$ cat src/rtl/axi4_pkg.sv
// Shared AXI4 write-path definitions: response codes, beat geometry and the
// write-channel state encoding.
package axi4_pkg;

  localparam logic [1:0] RESP_OKAY   = 2'b00;
  localparam logic [1:0] RESP_SLVERR = 2'b10;
  localparam int         BEAT_BYTES  = 4;
  localparam logic [2:0] LEGAL_SIZE  = 3'd2;

  typedef enum logic [1:0] {
    IDLE,
    DATA,
    RESP
  } wr_state_t;

endpackage

$ cat src/rtl/axi4_if.sv
// AXI4 write-channel bundle (AW/W/B) with master and slave views.
interface axi4_if #(
  parameter int ADDR_WIDTH = 16,
  parameter int DATA_WIDTH = 32
);

  logic [ADDR_WIDTH-1:0] AWADDR;
  logic [7:0]            AWLEN;
  logic [2:0]            AWSIZE;
  logic                  AWVALID;
  logic                  AWREADY;
  logic [DATA_WIDTH-1:0] WDATA;
  logic                  WLAST;
  logic                  WVALID;
  logic                  WREADY;
  logic [1:0]            BRESP;
  logic                  BVALID;
  logic                  BREADY;

  modport master (
    output AWADDR, AWLEN, AWSIZE, AWVALID, WDATA, WLAST, WVALID, BREADY,
    input  AWREADY, WREADY, BRESP, BVALID
  );

  modport slave (
    input  AWADDR, AWLEN, AWSIZE, AWVALID, WDATA, WLAST, WVALID, BREADY,
    output AWREADY, WREADY, BRESP, BVALID
  );

endinterface

$ cat src/rtl/axi4_burst_check.sv
// Combinational legality check of an INCR burst request: size, alignment,
// 4KB boundary / address wrap, and fit inside the word memory.
module axi4_burst_check
  import axi4_pkg::*;
#(
  parameter int ADDR_WIDTH = 16,
  parameter int MEM_DEPTH  = 1024
) (
  input  logic [ADDR_WIDTH-1:0] awaddr,
  input  logic [7:0]            awlen,
  input  logic [2:0]            awsize,
  output logic                  err
);

  // One extra bit so a burst running off the top of the address space is visible.
  logic [ADDR_WIDTH:0] end_byte;

  assign end_byte = {1'b0, awaddr}
                  + (ADDR_WIDTH+1)'((32'(awlen) + 32'd1) * 32'(BEAT_BYTES) - 32'd1);

  assign err = (awsize != LEGAL_SIZE)
            || (awaddr[1:0] != 2'b00)
            || end_byte[ADDR_WIDTH]
            || (end_byte[ADDR_WIDTH-1:12] != awaddr[ADDR_WIDTH-1:12])
            || (int'(end_byte[ADDR_WIDTH:2]) >= MEM_DEPTH);

endmodule

$ cat src/rtl/axi4_write_slave.sv
// AXI4 write slave: turns one outstanding INCR burst into single-word memory
// writes; illegal bursts are drained silently and answered with SLVERR.
module axi4_write_slave
  import axi4_pkg::*;
#(
  parameter int ADDR_WIDTH = 16,
  parameter int DATA_WIDTH = 32,
  parameter int MEM_DEPTH  = 1024,
  localparam int MEM_AW    = $clog2(MEM_DEPTH)
) (
  input  logic                  ACLK,
  input  logic                  ARESET,
  axi4_if.slave                 axi,
  output logic                  mem_we,
  output logic [MEM_AW-1:0]     mem_addr,
  output logic [DATA_WIDTH-1:0] mem_wdata
);

  wr_state_t         state_reg, state_next;
  logic [MEM_AW-1:0] addr_reg, addr_next;
  logic [7:0]        len_reg, len_next;
  logic [7:0]        beat_cnt_reg, beat_cnt_next;
  logic              err_reg, err_next;
  logic [1:0]        bresp_reg, bresp_next;
  logic              burst_err;
  logic              last_beat;
  logic              wlast_bad;

  axi4_burst_check #(
    .ADDR_WIDTH (ADDR_WIDTH),
    .MEM_DEPTH  (MEM_DEPTH)
  ) u_check (
    .awaddr (axi.AWADDR),
    .awlen  (axi.AWLEN),
    .awsize (axi.AWSIZE),
    .err    (burst_err)
  );

  assign last_beat = (beat_cnt_reg == len_reg);
  assign wlast_bad = (axi.WLAST != last_beat);

  assign axi.AWREADY = (state_reg == IDLE);
  assign axi.WREADY  = (state_reg == DATA);
  assign axi.BVALID  = (state_reg == RESP);
  assign axi.BRESP   = bresp_reg;
  assign mem_addr    = addr_reg;
  assign mem_wdata   = axi.WDATA;

  always_ff @(posedge ACLK) begin
    if (ARESET) begin
      state_reg    <= IDLE;
      addr_reg     <= '0;
      len_reg      <= '0;
      beat_cnt_reg <= '0;
      err_reg      <= 1'b0;
      bresp_reg    <= RESP_OKAY;
    end else begin
      state_reg    <= state_next;
      addr_reg     <= addr_next;
      len_reg      <= len_next;
      beat_cnt_reg <= beat_cnt_next;
      err_reg      <= err_next;
      bresp_reg    <= bresp_next;
    end
  end

  always_comb begin
    state_next    = state_reg;
    addr_next     = addr_reg;
    len_next      = len_reg;
    beat_cnt_next = beat_cnt_reg;
    err_next      = err_reg;
    bresp_next    = bresp_reg;
    mem_we        = 1'b0;

    case (state_reg)
      IDLE: begin
        if (axi.AWVALID) begin
          state_next    = DATA;
          addr_next     = axi.AWADDR[MEM_AW+1:2];
          len_next      = axi.AWLEN;
          beat_cnt_next = '0;
          err_next      = burst_err;
        end
      end
      DATA: begin
        if (axi.WVALID) begin
          // A WLAST mismatch only suppresses later beats; this one still goes out.
          mem_we    = !err_reg;
          addr_next = addr_reg + 1'b1;
          err_next  = err_reg | wlast_bad;
          if (last_beat) begin
            state_next = RESP;
            bresp_next = (err_reg | wlast_bad) ? RESP_SLVERR : RESP_OKAY;
          end else begin
            beat_cnt_next = beat_cnt_reg + 1'b1;
          end
        end
      end
      RESP: begin
        if (axi.BREADY) state_next = IDLE;
      end
      default: state_next = IDLE;
    endcase
  end

endmodule
$ cat src/flat_wrapper.sv
// flat-port wrapper written by rule: the top's interface ports become plain ports
module axi4_write_slave_flat import axi4_pkg::*;
#(
  parameter int ADDR_WIDTH = 16,
  parameter int DATA_WIDTH = 32,
  parameter int MEM_DEPTH  = 1024,
  localparam int MEM_AW    = $clog2(MEM_DEPTH)
)
  (ACLK, ARESET, mem_we, mem_addr, mem_wdata, axi_AWADDR, axi_AWLEN, axi_AWSIZE, axi_AWVALID, axi_WDATA, axi_WLAST, axi_WVALID, axi_BREADY, axi_AWREADY, axi_WREADY, axi_BRESP, axi_BVALID);
  axi4_if #(.ADDR_WIDTH(ADDR_WIDTH), .DATA_WIDTH(DATA_WIDTH)) axi_i ();
  input  logic ACLK;
  input  logic ARESET;
  output logic mem_we;
  output logic [MEM_AW-1:0] mem_addr;
  output logic [DATA_WIDTH-1:0] mem_wdata;
  input wire logic [$bits(axi_i.AWADDR)-1:0] axi_AWADDR;
  input wire logic [$bits(axi_i.AWLEN)-1:0] axi_AWLEN;
  input wire logic [$bits(axi_i.AWSIZE)-1:0] axi_AWSIZE;
  input wire logic [$bits(axi_i.AWVALID)-1:0] axi_AWVALID;
  input wire logic [$bits(axi_i.WDATA)-1:0] axi_WDATA;
  input wire logic [$bits(axi_i.WLAST)-1:0] axi_WLAST;
  input wire logic [$bits(axi_i.WVALID)-1:0] axi_WVALID;
  input wire logic [$bits(axi_i.BREADY)-1:0] axi_BREADY;
  output wire logic [$bits(axi_i.AWREADY)-1:0] axi_AWREADY;
  output wire logic [$bits(axi_i.WREADY)-1:0] axi_WREADY;
  output wire logic [$bits(axi_i.BRESP)-1:0] axi_BRESP;
  output wire logic [$bits(axi_i.BVALID)-1:0] axi_BVALID;
  assign axi_i.AWADDR = axi_AWADDR;
  assign axi_i.AWLEN = axi_AWLEN;
  assign axi_i.AWSIZE = axi_AWSIZE;
  assign axi_i.AWVALID = axi_AWVALID;
  assign axi_i.WDATA = axi_WDATA;
  assign axi_i.WLAST = axi_WLAST;
  assign axi_i.WVALID = axi_WVALID;
  assign axi_i.BREADY = axi_BREADY;
  assign axi_AWREADY = axi_i.AWREADY;
  assign axi_WREADY = axi_i.WREADY;
  assign axi_BRESP = axi_i.BRESP;
  assign axi_BVALID = axi_i.BVALID;
  axi4_write_slave #(.ADDR_WIDTH(ADDR_WIDTH), .DATA_WIDTH(DATA_WIDTH), .MEM_DEPTH(MEM_DEPTH)) u_core (.ACLK(ACLK), .ARESET(ARESET), .axi(axi_i), .mem_we(mem_we), .mem_addr(mem_addr), .mem_wdata(mem_wdata));
endmodule
$ cat config.mk
export PLATFORM = sky130hd
export DESIGN_NAME = axi4_write_slave_flat
export DESIGN_NICKNAME = d
export VERILOG_FILES = /design/src/rtl/axi4_pkg.sv /design/src/rtl/axi4_if.sv /design/src/rtl/axi4_burst_check.sv /design/src/rtl/axi4_write_slave.sv /design/src/flat_wrapper.sv
export SDC_FILE = /design/constraint.sdc
export NUM_CORES = 1
export LEC_CHECK = 0
export CAP_MARGIN = 40
export CORE_ASPECT_RATIO = 1.4
export CORE_MARGIN = 3
export CORE_UTILIZATION = 40
export CTS_CLUSTER_SIZE = 24
export DETAILED_ROUTE_END_ITERATION = 8
export PLACE_DENSITY_LB_ADDON = 0.1
export SLEW_MARGIN = 20
export SYNTH_ARGS = -nofsm -noshare
export SYNTH_HDL_FRONTEND = slang
export SYNTH_SLANG_ARGS = --single-unit
$ cat constraint.sdc
create_clock -name ACLK -period 5.05 [get_ports ACLK]
set_clock_uncertainty 0.1 [all_clocks]
set_input_delay 0.505 -clock ACLK [delete_from_list [all_inputs] [get_ports ACLK]]
set_output_delay 0.505 -clock ACLK [all_outputs]
set_load 0.02 [all_outputs]
After elaboration in Yosys (flattened, before gate mapping)
Cells that the tools add are included.
{"block": "totals", "reg_bits": 31, "latch_bits": 0, "ram_bits": 0, "mem_bits_ro": 0, "inputBits": 65, "out_inout_bits": 48, "wordCells": 55, "n_memories": 0}
{"block": "op_classes", "n_addsub": 5, "mul": 0, "div": 0, "magnitude_cmp": 1, "n_eq_ne": 11, "shift": 0, "n_mux": 18, "bitwise_logic": 1, "reduce_logical": 13}
{"cell": "$mux W8", "count": 3}
{"cell": "$mux W10", "count": 2}
{"cell": "$pmux W10 S2", "count": 1}
{"cell": "$add A16 B17 Y17", "count": 1}
{"cell": "$sub A17 B1 Y17 const B", "count": 1}
{"cell": "$pmux W8 S2", "count": 1}
{"cell": "$ge A15 B11 Y1 const B", "count": 1}
{"cell": "$add A10 B1 Y10 const B", "count": 1}
{"cell": "$mux W2", "count": 5}
{"cell": "$add A8 B1 Y9 const B", "count": 1}
{"cell": "$add A8 B1 Y8 const B", "count": 1}
{"cell": "$eq A8 B8 Y1", "count": 1}
{"cell": "$ne A2 B2 Y1 const B", "count": 4}
{"cell": "$reduce_and A4 Y1", "count": 2}
{"cell": "$pmux W2 S3", "count": 1}
{"cell": "$reduce_and A3 Y1", "count": 2}
{"cell": "$logic_or A1 B1 Y1", "count": 4}
{"cell": "$mux W1", "count": 4}
{"cell": "$ne A4 B4 Y1", "count": 1}
{"cell": "$reduce_bool A2 Y1", "count": 2}
{"cell": "$ne A3 B2 Y1 const B", "count": 1}
{"cell": "$eq A2 B1 Y1 const B", "count": 1}
{"cell": "$eq A2 B2 Y1 const B", "count": 1}
{"cell": "$logic_not A2 Y1", "count": 1}
{"cell": "other kinds (6)", "count": 6}

Depth between registers and ports, before layout
{"block": "logic_depth", "depth_word": 8, "depth_mapped": 13, "depth_no_buf": 13}

Cells and area by module
From an unflattened synthesis, not the netlist that was laid out.
{"block": "unflattened", "hier_cells": 352, "area_unflattened_um2": 2767.7}
{"mod": "axi4_write_slave", "n_inst": 1, "cells_per_inst": 225, "area_each_um2": 1860.5, "seq_area_each_um2": 600.6}
{"mod": "axi4_burst_check", "n_inst": 1, "cells_per_inst": 127, "area_each_um2": 907.1, "seq_area_each_um2": 0.0}

Least setup slack after synthesis
No wires, ideal clock.
{"block": "synth_timing", "path_type": "input port to flip-flop", "start": "in axi_AWLEN[0]", "end": "reg u_core.err_reg", "setup_time_ps": 88, "arrival_time_ps": 2661, "required_time_ps": 4862, "path_slack_ps": 2201, "stages": 13, "n_path_buf": 0, "cell_sequence": "ha_1 -> nand3_1 -> nor2_1 -> nand3_1 -> ha_1 -> inv_1 -> ha_1 -> and4_1 -> o21ai_0 -> a31o_2 -> and3_1 -> o221a_2 -> a311oi_2"}
{"block": "synth_between", "elab_chain_len": 8, "elab_cells_between_ends": 10, "classes_between": "add/sub: 3; order compare: 1; eq/ne: 1; mux: 2; reduce/logical: 3"}
{"element": "from (decl)", "line_no": "flat_wrapper.sv:17", "text": "input wire logic [$bits(axi_i.AWLEN)-1:0] axi_AWLEN;"}
{"element": "$add A8 B1 Y9 (*)", "line_no": "axi4_burst_check.sv:19", "text": "+ (ADDR_WIDTH+1)'((32'(awlen) + 32'd1) * 32'(BEAT_BYTES) - 32'd1);"}
{"element": "$sub A17 B1 Y17 (*)", "line_no": "axi4_burst_check.sv:19"}
{"element": "$add A16 B17 Y17 (*)", "line_no": "axi4_burst_check.sv:19"}
{"element": "branches (longest 2 deep; another with $ge A15 B11 Y1)"}
{"element": "$logic_or A1 B1 Y1 (*)", "line_no": "axi4_burst_check.sv:25", "text": "|| (int'(end_byte[ADDR_WIDTH:2]) >= MEM_DEPTH);"}
{"element": "$mux W1 (*)", "line_no": "axi4_write_slave.sv:78", "text": "if (axi.AWVALID) begin"}
{"element": "$pmux W1 S2 (*)", "line_no": "axi4_write_slave.sv:76", "text": "case (state_reg)"}
{"element": "to (signal assigned)", "line_no": "axi4_write_slave.sv:62", "text": "err_reg <= err_next;"}
{"element": "to (decl)", "line_no": "axi4_write_slave.sv:23", "text": "logic err_reg, err_next;"}
Every way passes the cells marked *. The select of a mux whose other input is x is not followed.
A chain may end at the register's enable or synchronous reset.

Final worst setup path
Same ends and word-level chain as after synthesis.

==> metrics.yaml <==
final_nets: 453
cts_buffers: 5
whs_ps: 421
wire_per_inst_um: 14.9
coreArea_um2: 6340
synth_common_cells: "44 x inv_1, 34 x buf_4, 30 x dfxtp_1, 30 x nor2_1, 26 x ha_1"
clk_pin_slew_ps: 60
diodes: 0
path_max_fanout: 5
synth_area_um2: 2680
synth_largest_area_cell: "dfxtp_1"
root_buffer: "clkbuf_8"
grt_usage_pct: 17.6
setup_tns_ps: 0
start_util_pct: 42.3
die_w_um: 75.2
vdd_drop_max_mv: 0.0818
cts_sinks: 30
fillCellCount: 655
die-area_um2: 7730
wl_met2_mm: 3.22
synth-seq-cells: 30
yosysWarnings: 0
dr.first_iter.drc_count: 75
cp_common_cell: "ha_1"
cap_violations: 0
critPathMaxStageDelay_ps: 560
io-pin-count: 113
yosysUniqueCellTypes: 52
crit_type: "in2reg"
power_frac_clock_pct: 25.6
switching_power_mw: 0.255
cts_buffer_depth: 2
dp_slack_ps: 1360
ys_seq_area_share_pct: 22.4
largest_register_ffs: 10
hp-class: "reg2reg"
grt_max_degree: 24
critPathLaunchType: "primary input"
max_freq_mhz: 295
path_cells: "clkdlybuf4s50_1 > ha_1 > nand3_1 > nor2_1 > nand3_1 > ha_1 > inv_1 > ha_1 > and4_1 > o21ai_0 > a31o_2 > and3_1 > o221a_2 > a311oi_2"
drt_first_pass_iters: 4
p_per_area_nw_per_um2: 237
timing.critical_path.buf_inv: 2
post_cts_resize_count: 0
status: "completed"
grt_pass1_vias: 2286
die_y_um: 103
routed.top_layer: "met4"
totalWireLength_mm: 6.45
synth_nets: 440
io_buffers: 47
crit_required_ps: 5140
drc: 0
async_reset_ff_share_pct: 0
drv_slew: 0
fin_ws_ps: 1660
via_per_inst: 5.45
met3WireLength_um: 252
setup_viol: 0
intPower_mw: 0.466
clk-insertion-delay-late_ps: 280
combPwrFrac_pct: 36.9
seq_power_share_pct: 37.6
post_cts_buffers: 0
drt-met1-wl_mm: 2.78
switching_share_pct: 35.4
synth_edf_count: 0
ant_nets: 0
rsz0062_at_grt: "false"
critical-path-top-delay-family: "adder cells"
synth_area_leaders: "dfxtp_1 22%, ha_1 12%, buf_4 9.5%"
cts_tree: "done"
synth_top_flop_cell: "dfxtp_1"
netlist_instances: 348
cp_slowest_cell: "clkdlybuf4s50_1"
place_congestion: 0.803
ctsHoldBuffers: 0
synth.most_common_cell: "inv_1"
worst-r2r-setup-slack_ps: 2520
cp-end-kind: "register"
p_leak_nw: 1.23
area_delta_synth_final_pct: 13.6
synth_top_area_share_pct: 22.4
tightest_slew_ps: 721
post-route-period-util_pct: 67.2
row_count: 34
period_minus_slack_ps: 3390
grt_pass1_wl_mm: 10.6
max-slew-margin-rel_pct: 51.9
utilization_pct: 48.0
hold_violations: 0
worstPathArrival_ps: 3480
place_hpwl_mm: 5.15
cts_max_level: 2
antenna_found_initial: 0
syn_area_per_cell_um2: 7.70
grt_overflow: 0
drive_gt1_share_pct: 4.71
routed-via-count: 2362
==> final timing paths <==
kind,startpoint,endpoint,cells past startpoint
worst max-delay path,axi_AWLEN[0],u_core.err_reg,14
worst min-delay path,u_core.len_reg[5],u_core.len_reg[5],2
worst max register to register,u_core.state_reg[1],u_core.err_reg,6
worst min register to register,u_core.len_reg[5],u_core.len_reg[5],2
==> routing by layer <==
metal,vias to the layer above,GRT usage [%]
met5,-,0
met4,0,8.21
met3,27,3.12
met2,58,30.7
met1,1086,20.3
li1,1191,-
==> cells by family after synthesis <==
| group | after synthesis | share of synthesized area, % |
|---|---|---|
| buffers and inverters | 86 | 16.9 |
| AOI/OAI and AO/OA | 74 | 17.9 |
| muxes | 9 | 3.36 |
| and+or+nand+nor | 100 | 19.5 |
| other | 1 | 0.140 |
| adders and majority gates | 27 | 12.9 |
| DFF | 30 | 22.4 |
| xor gates and xnor gates | 21 | 6.86 |
==> power by group through the flow <==
stage	logic [mW]	clock network (mW)	registers (mW)
finish	0.266	0.184	0.271
global route	0.298	0.195	0.273
CTS	0.268	0.192	0.271
detailed placement	0.266	0	0.276
global placement	0.265	0	0.276
floorplan	0.202	0	0.283
==> through the flow <==
step                instance area [um^2]  instances  power [mW]
floorplan                           2680        348       0.486
global placement                    2950        425       0.541
detailed placement                  2970        426       0.542
CTS                                 3050        433       0.731
global route                        3050        433       0.766
finish                              3050        433       0.721
==> worst min-delay path: stages, from the launching register on <==
cell and delay [ps]:
dfxtp_1 340, mux2i_1 70, nor2_1 70
==> cell usage in the layout, fill, tap and decap left out, types with 3 or more instances in the layout <==
| cell | instances |
|---|---|
| a311oi_1 | 4 |
| and4_1 | 4 |
| nor2_1 | 30 |
| clkbuf_8 | 5 |
| inv_1 | 44 |
| a211oi_1 | 7 |
| nand4_1 | 5 |
| xor2_1 | 4 |
| clkdlybuf4s50_1 | 47 |
| a31oi_1 | 3 |
| xnor2_1 | 17 |
| o21ai_0 | 17 |
| nand3_1 | 13 |
| dfxtp_1 | 30 |
| nand2_1 | 19 |
| a21oi_1 | 25 |
| ha_1 | 26 |
| mux2i_1 | 9 |
| nor3_1 | 6 |
| o22ai_1 | 3 |
| nor4_1 | 3 |
==> area by class of cell <==
cell class | instances | area (um^2) | area share [%]
multi-input cells | 232 | 1630 | 53.4
flip-flops and latches | 30 | 601 | 19.7
repair buffers | 48 | 485 | 15.9
inverters | 44 | 165 | 5.42
well taps | 72 | 90.1 | 2.96
clock buffers | 5 | 68.8 | 2.26
clock inverters | 2 | 10.0 | 0.329
Note: power is estimated with default switching activity, not from simulation.
